`config.mk`:
```
export PLATFORM = sky130hd
export DESIGN_NAME = cordic_req_arbiter
export DESIGN_NICKNAME = d
export VERILOG_FILES = /design/src/rtl/cordic_req_arbiter.sv
export SDC_FILE = /design/constraint.sdc
export NUM_CORES = 1
export LEC_CHECK = 0
export ABC_CLOCK_PERIOD_IN_PS = 5700
export CORE_MARGIN = 8
export CORE_UTILIZATION = 37
export DETAILED_ROUTE_END_ITERATION = 8
export HOLD_SLACK_MARGIN = 0.1
export PLACE_DENSITY = 0.89
export SYNTH_ARGS = -nofsm -noshare
export SYNTH_HDL_FRONTEND = slang
export SYNTH_SLANG_ARGS = --single-unit
```
`constraint.sdc`:
```
create_clock -name clk -period 5.7 [get_ports clk]
set_clock_uncertainty 0.05 [all_clocks]
set_input_delay 1.14 -clock clk [delete_from_list [all_inputs] [get_ports clk]]
set_output_delay 1.14 -clock clk [all_outputs]
set_load 0.005 [all_outputs]
```
`src/rtl/cordic_req_arbiter.sv`:
```
// Round-robin front end that shares one fixed-latency hyperbolic CORDIC
// pipeline among NREQ requesters. A {valid, id, err} tag rides alongside
// the datapath so each result can be routed back to its owner.
module cordic_req_arbiter #(
  parameter int          NREQ      = 4,
  parameter int          IDW       = 2,
  parameter int          LAT       = 5,
  parameter int          MAX_OUT   = 2,
  parameter logic [20:0] THETA_MAX = 21'h3243F
) (
  input  logic                 clk,
  input  logic                 rst,
  input  logic [NREQ-1:0]      req_valid,
  input  logic [21*NREQ-1:0]   req_theta,
  output logic [NREQ-1:0]      req_ready,
  output logic                 rsp_valid,
  output logic [IDW-1:0]       rsp_id,
  output logic                 rsp_err,
  output logic [20:0]          rsp_cosh,
  output logic [20:0]          rsp_sinh,
  output logic [20:0]          dp_theta,
  input  logic [20:0]          dp_cosh,
  input  logic [20:0]          dp_sinh,
  output logic                 busy
);

  localparam int             CW    = $clog2(MAX_OUT + 1);
  localparam logic [CW-1:0]  MAX_C = CW'(MAX_OUT);

  logic [IDW-1:0] ptr;
  logic [CW-1:0]  cnt [NREQ];
  logic [NREQ-1:0] elig;
  logic [NREQ-1:0] inc;
  logic [NREQ-1:0] dec;
  logic           found;
  logic [IDW-1:0] g;
  logic           hs;
  logic [20:0]    theta_g;
  logic           err_in;

  logic           tag_v   [LAT];
  logic [IDW-1:0] tag_id  [LAT];
  logic           tag_err [LAT];

  // Eligibility uses registered counters only; a slot freed this cycle is usable next cycle.
  always_comb begin
    elig = '0;
    for (int unsigned i = 0; i < NREQ; i++) begin
      elig[i] = req_valid[i] && (cnt[i] < MAX_C);
    end
  end

  // Round-robin search from ptr, grant and range-checked issue to the datapath.
  always_comb begin
    int unsigned idx;
    found = 1'b0;
    g     = '0;
    idx   = 0;
    for (int unsigned k = 0; k < NREQ; k++) begin
      idx = (32'(ptr) + k) % NREQ;
      if (!found && elig[idx]) begin
        found = 1'b1;
        g     = idx[IDW-1:0];
      end
    end
    hs        = found && !rst;
    req_ready = hs ? (NREQ'(1) << g) : '0;
    theta_g   = req_theta[21*g +: 21];
    err_in    = (theta_g >= THETA_MAX);
    dp_theta  = (hs && !err_in) ? theta_g : '0;
  end

  // Per-requester credit events: issue increments, returning result decrements.
  always_comb begin
    inc = '0;
    dec = '0;
    for (int unsigned i = 0; i < NREQ; i++) begin
      inc[i] = hs && (g == IDW'(i));
      dec[i] = rsp_valid && (rsp_id == IDW'(i));
    end
  end

  // Round-robin pointer advances past the granted requester.
  always_ff @(posedge clk or posedge rst) begin
    if (rst) begin
      ptr <= '0;
    end else if (hs) begin
      ptr <= (g == IDW'(NREQ - 1)) ? '0 : g + IDW'(1);
    end
  end

  // Outstanding-request counters.
  always_ff @(posedge clk or posedge rst) begin
    if (rst) begin
      for (int unsigned i = 0; i < NREQ; i++) cnt[i] <= '0;
    end else begin
      for (int unsigned i = 0; i < NREQ; i++) begin
        if (inc[i] && !dec[i])      cnt[i] <= cnt[i] + CW'(1);
        else if (dec[i] && !inc[i]) cnt[i] <= cnt[i] - CW'(1);
      end
    end
  end

  // Counter bounds: no overflow past MAX_OUT, no underflow below zero.
  always_ff @(posedge clk) begin
    if (!rst) begin
      for (int unsigned i = 0; i < NREQ; i++) begin
        assert (!(inc[i] && !dec[i] && cnt[i] == MAX_C))
          else $error("credit overflow on requester %0d", i);
        assert (!(dec[i] && !inc[i] && cnt[i] == '0))
          else $error("credit underflow on requester %0d", i);
      end
    end
  end

  // Tag pipe matching the datapath latency; id/err are zeroed on empty slots.
  always_ff @(posedge clk or posedge rst) begin
    if (rst) begin
      for (int unsigned s = 0; s < LAT; s++) begin
        tag_v[s]   <= 1'b0;
        tag_id[s]  <= '0;
        tag_err[s] <= 1'b0;
      end
    end else begin
      tag_v[0]   <= hs;
      tag_id[0]  <= hs ? g : '0;
      tag_err[0] <= hs && err_in;
      for (int unsigned s = 1; s < LAT; s++) begin
        tag_v[s]   <= tag_v[s-1];
        tag_id[s]  <= tag_id[s-1];
        tag_err[s] <= tag_err[s-1];
      end
    end
  end

  // Result routing and in-flight indication.
  always_comb begin
    rsp_valid = tag_v[LAT-1];
    rsp_id    = tag_id[LAT-1];
    rsp_err   = tag_err[LAT-1];
    rsp_cosh  = (rsp_valid && !rsp_err) ? dp_cosh : '0;
    rsp_sinh  = (rsp_valid && !rsp_err) ? dp_sinh : '0;
    busy      = 1'b0;
    for (int unsigned s = 0; s < LAT; s++) busy = busy | tag_v[s];
  end

endmodule

```
Word-level counts from Yosys, hierarchy flattened
Cells that the tools add are included.

storage, ports and cells
  output and inout bits = 72
  input bits = 132
  logic and storage cells = 131
  register bits = 30

cells by class
  $mul = 1
  bitwise gates (word level) = 4
  $add $sub $neg = 12
  magnitude comparators = 9
  shift-type cells = 2
  equal/unequal tests = 6
  muxes and demuxes = 30
  reduce and logical (&&, ||, !) cells = 47

operators with widths
  operator              number
  $shiftx 84x8->21      1
  $mux 21               3
  $mux 2                14
  $logic_and 1x1->1     27
  $ge 21x18->1 const B  1
  $logic_not 1->1       14
  $add 2x1->2 const B   6
  $lt 2x3->1 const B    4
  $bmux 1 s2            4
  $eq 2x2->1 const B    4
  $lt 2x2->1 const B    4
  $mux 1                8
  $reduce_bool 2->1     4
  $sub 2x1->2 const B   4
  $mul 5x2->7 const A   1
  $add 2x2->2 const B   2
  $eq 2x1->1 const B    2
  $logic_not 2->1       2
  $mux 4                1
  $or 1x1->1            4
  $shl 1x2->4 const A   1

Depth between registers and ports, before layout
Gate-level depths: netlist (run 1).

  word-level depth = 20
  depth in mapped cells = 11
  depth with buffers taken out = 10

Worst setup path before layout (run 1)
Ideal clock, no wire load.

  path kind = input-to-output
  start point = in req_valid[2]
  end point = out dp_theta[6]
  required time = 4510 ps
  buffers on the path = 1
  path slack = 1585 ps
  arrival = 2925 ps
  cell stages on the path = 9
  path through = nor2b_1 a311oi_4 nor2_2 clkinv_2 mux2i_1 o31a_1 nand2b_2 buf_6 a21boi_1

on the way
  word-level cells in the longest chain between the ends = 19
  elaborated cells between the ends (all ways) = 30

RTL lines
  item                          RTL line  text
  from (decl)                   13        input logic [NREQ-1:0] req_valid,
  $logic_and 1x1->1 (*)         49        elig[i] = req_valid[i] && (cnt[i] < MAX_C);
  $bmux 1 s2                    61        if (!found && elig[idx]) begin
  $mux 1 (not written as such)  61
  $mux 1                        61
  $logic_not 1->1               61
  $logic_and 1x1->1             61
  $mux 1                        61
  $logic_not 1->1               61
  [... 3 more ...]              --
  $logic_and 1x1->1             61
  $mux 2                        61
  $mul 5x2->7                   68        theta_g = req_theta[21*g +: 21];
  $shiftx 84x8->21              68
  $ge 21x18->1                  69        err_in = (theta_g >= THETA_MAX);
  $logic_not 1->1               70        dp_theta = (hs && !err_in) ? theta_g : '0;
  $logic_and 1x1->1             70
  $mux 21 (*)                   70
  to (decl)                     21        output logic [20:0] dp_theta,

Mark *: on every way between the ends. The rest lies on a longest branch, timed or not. The select of a mux whose other input is x is not followed.

Worst setup path after layout (run 1)
  start point = in req_valid[2]
  end point = out dp_theta[3]

Same word-level chain as after synthesis.

==> results of run 1 <==
[metrics by stage]
| step | setup TNS (ns) | instances | cell area (µm²) | worst slack (ns) |
|---|---|---|---|---|
| floorplan | 0 | 254 | 2590 | 1.58 |
| global placement | 0 | 541 | 4670 | 0.264 |
| detailed placement | -0.0141 | 541 | 4670 | -0.0141 |
| CTS | 0 | 549 | 4760 | 0.00530 |
| global route | 0 | 549 | 4780 | 0.0263 |
| finish | 0 | 549 | 4780 | 0.195 |
[cells by family (layout without fill, tap and decap cells)]
kind of cell	after synthesis	after routing	share of synthesized area
AND/OR/NAND/NOR	113	113	0.266
AO/OA/AOI/OAI	46	46	0.149
flip-flops	30	30	0.290
multiplexers	23	23	0.169
buffers and inverters	19	218	0.0440
XOR/XNOR	12	12	0.0406
adder cells (fa/ha/maj)	8	8	0.0387
other	1	3	0.00145
[final cells by class]
type                       instances  share of cell area
clock inverter                     2             0.00262
inverter                           3             0.00262
sequential                        30               0.157
timing repair buffer             207               0.430
clock buffer                       6              0.0173
multi-input combinational        205               0.366
tap                               96              0.0251
[worst max-delay path, stage by stage]
cell and delay, ns:
clkdlybuf4s50_1 0.50, nor2b_1 0.32, a311oi_4 0.19, nor2_4 0.26, clkinv_2 0.19, mux2i_1 0.16
o31a_1 0.31, nand2b_2 0.41, a21boi_1 0.27, clkdlybuf4s50_1 0.55
[power by group]
group | internal, µW | switching (µW) | total [µW]
Sequential | 271 | 50.7 | 321
Clock | 96.8 | 78.9 | 176
Combinational | 392 | 259 | 651
Total | 759 | 389 | 1150
[layer usage]
metal / track usage / vias to the layer above
li1: - / 1318
met1: 0.225 / 1350
met2: 0.388 / 168
met3: 0.0580 / 19
met4: 0.0524 / 0
met5: 0 / -
[cell usage after synthesis (3+ instances only)]
| library cell | instances |
|---|---|
| mux2i_1 | 4 |
| a21boi_2 | 5 |
| mux4_2 | 16 |
| or3_1 | 3 |
| buf_4 | 6 |
| nand4_1 | 4 |
| nand3_1 | 5 |
| buf_2 | 3 |
| xnor2_1 | 4 |
| xor2_1 | 8 |
| nor2_1 | 12 |
| a21boi_1 | 7 |
| nand2_1 | 8 |
| a21oi_1 | 3 |
| nor3_1 | 8 |
| nor2b_1 | 7 |
| ha_1 | 8 |
| and3_1 | 3 |
| o21ai_0 | 9 |
| and2_1 | 47 |
| clkbuf_1 | 5 |
| dfrtp_1 | 30 |
| nand2b_1 | 3 |
[how the worst min path moves through the flow]
| stage | cells past startpoint | from | slack [ns] | to |
|---|---|---|---|---|
| finish | 0 | tag_id[4] | 0.30 | tag_id[2] |
| global route | 0 | tag_id[7] | 0.31 | tag_id[5] |
| CTS | 0 | tag_err[4] | 0.30 | tag_err[3] |
| detailed placement | 0 | tag_id[4] | 0.28 | tag_id[2] |
| global placement | 0 | tag_err[4] | 0.28 | tag_err[3] |
| floorplan | 0 | tag_err[1] | 0.28 | rsp_err |
[timing repair]
| action | CTS | global route |
|---|---|---|
| hold endpoints to repair | 0 | 0 |
| resized for setup | 0 | 3 |
| endpoints found under the setup margin | 0 | 18 |
[state kept, by name, summed over array words and instances (netlist names)]
name / cells
tag_v: 4
rsp_err: 1
tag_id: 8
rsp_id: 2
tag_err: 4
rsp_valid: 1
cnt: 8
ptr: 2
==> metrics.yaml, run 1 <==
placed_design:
  place_congestion: 0.921
  port_buffers: 200
  place_hpwl_um: 9400
routing:
  routed.top_layer: "met4"
  wl_met2_um: 5750
  drtIter0Drc: 60
  dr_wl_met3_um: 925
  vias: 2855
  wirelength_um: 10900
  firstDrtPassIters: 4
  m1WireLength_um: 4030
  via_per_inst: 5.20
  post_drt_wl_per_cell_um: 19.9
  drt.antenna.violating_nets: 0
  drc: 0
critical_path:
  worstPathRequired_ns: 4.51
  worst_setup_path_start_kind: "input pin"
  critPathArrivalTime_ns: 4.31
  crit_path_end: "dp_theta[3]"
  worstReg2RegStart: "cnt[1]"
  path_class: "in2out"
  ff2ff_setup_slack_ns: 3.08
  cp_max_fo: 18
  critPathLaunch: "req_valid[2]"
  rr_worst_depth: 10
  reg2reg_to: "cnt[3]"
  crit_path_end_kind: "output port"
global_routing:
  grt.total_usage: 0.208
  grt_pass1_vias: 2970
  grt_overflow_total: 0
  grt_max_degree: 43
  grt_pass1_wl_um: 16400
  antenna_found_initial: 0
floorplan:
  die_x_um: 99.6
  die_area_mm2: 0.00992
  die_h_um: 99.6
  io_pins: 204
  start_util: 0.381
  row_count: 30
  core_mm2: 0.00679
finish:
  final_core_util: 0.704
  final-seq-area_um2: 751
  synthToLayoutAreaGrowth_pct: 85.0
  multi_input_area_mm2: 0.00175
  diodes: 0
  fillers: 507
  final_cell_mix: "clkdlybuf4s50_1, and2_1, dfrtp_1"
  final_common_cell: "clkdlybuf4s50_1"
  drive_above_1_share: 0.117
  fin_nets: 592
sta:
  slew_headroom: 0.262
  finalHoldViolCount: 0
  setup_viol: 0
  slew_violations: 0
  fin_crit_ns: 5.50
  whs_ns: 0.298
  rsz0062_at_grt: "no"
  post-route-period-util: 0.966
  max_freq_ghz: 0.182
  worst_pin_slew_ns: 1.11
cts:
  cts.sinks: 30
  cts-root-buf: "clkbuf_8"
  clk_path_buf_depth: 2
  clk_latency_ns: 0.28
  tritoncts: "done"
  cts_hold_buf: 0
  cts_setup_buffers: 0
  cts_buffers: 5
  path_clk_slew_ns: 0.07
  h-tree-depth: 2
power_and_ir_drop:
  ir_drop_uv: 179
  p_per_area_mw_per_mm2: 240
  p_leak_uw: 0.00184
  finalPower_uw: 1150
yosys:
  synth_top_cell_by_area: "dfrtp_1"
  synth_cell_type_count: 58
  async_flop_share: 1.00
  netlist.area_leader.share: 0.290
  synthCells: 252
  synth_warnings: 0
  synth-seq-area-share: 0.290
  avgSynthCellArea_um2: 10.3
  synth-edff-count: 0
  synth-seq-cells: 30
  synth_ff_type: "dfrtp_1"
  syn-cell-area_mm2: 0.00259
  synth_area_leaders: "dfrtp_1, mux4_2, and2_1"
status:
  status: "completed"
flow_run:
  maxCapViolCount: 0
hold_path:
  min-delay-path-class: "reg2reg"
Note: power is estimated with default switching activity, not from simulation.
==> run 2, diff against run 1 <==
--- a/config.mk
+++ b/config.mk
@@ -8,6 +8,7 @@
 export ABC_CLOCK_PERIOD_IN_PS = 5700
 export CORE_MARGIN = 8
 export CORE_UTILIZATION = 37
+export CTS_CLUSTER_DIAMETER = 60
 export DETAILED_ROUTE_END_ITERATION = 8
 export HOLD_SLACK_MARGIN = 0.1
 export PLACE_DENSITY = 0.89
==> results of run 2 <==
Same layout as run 1: the final DEF is identical, and so are final timing and power.
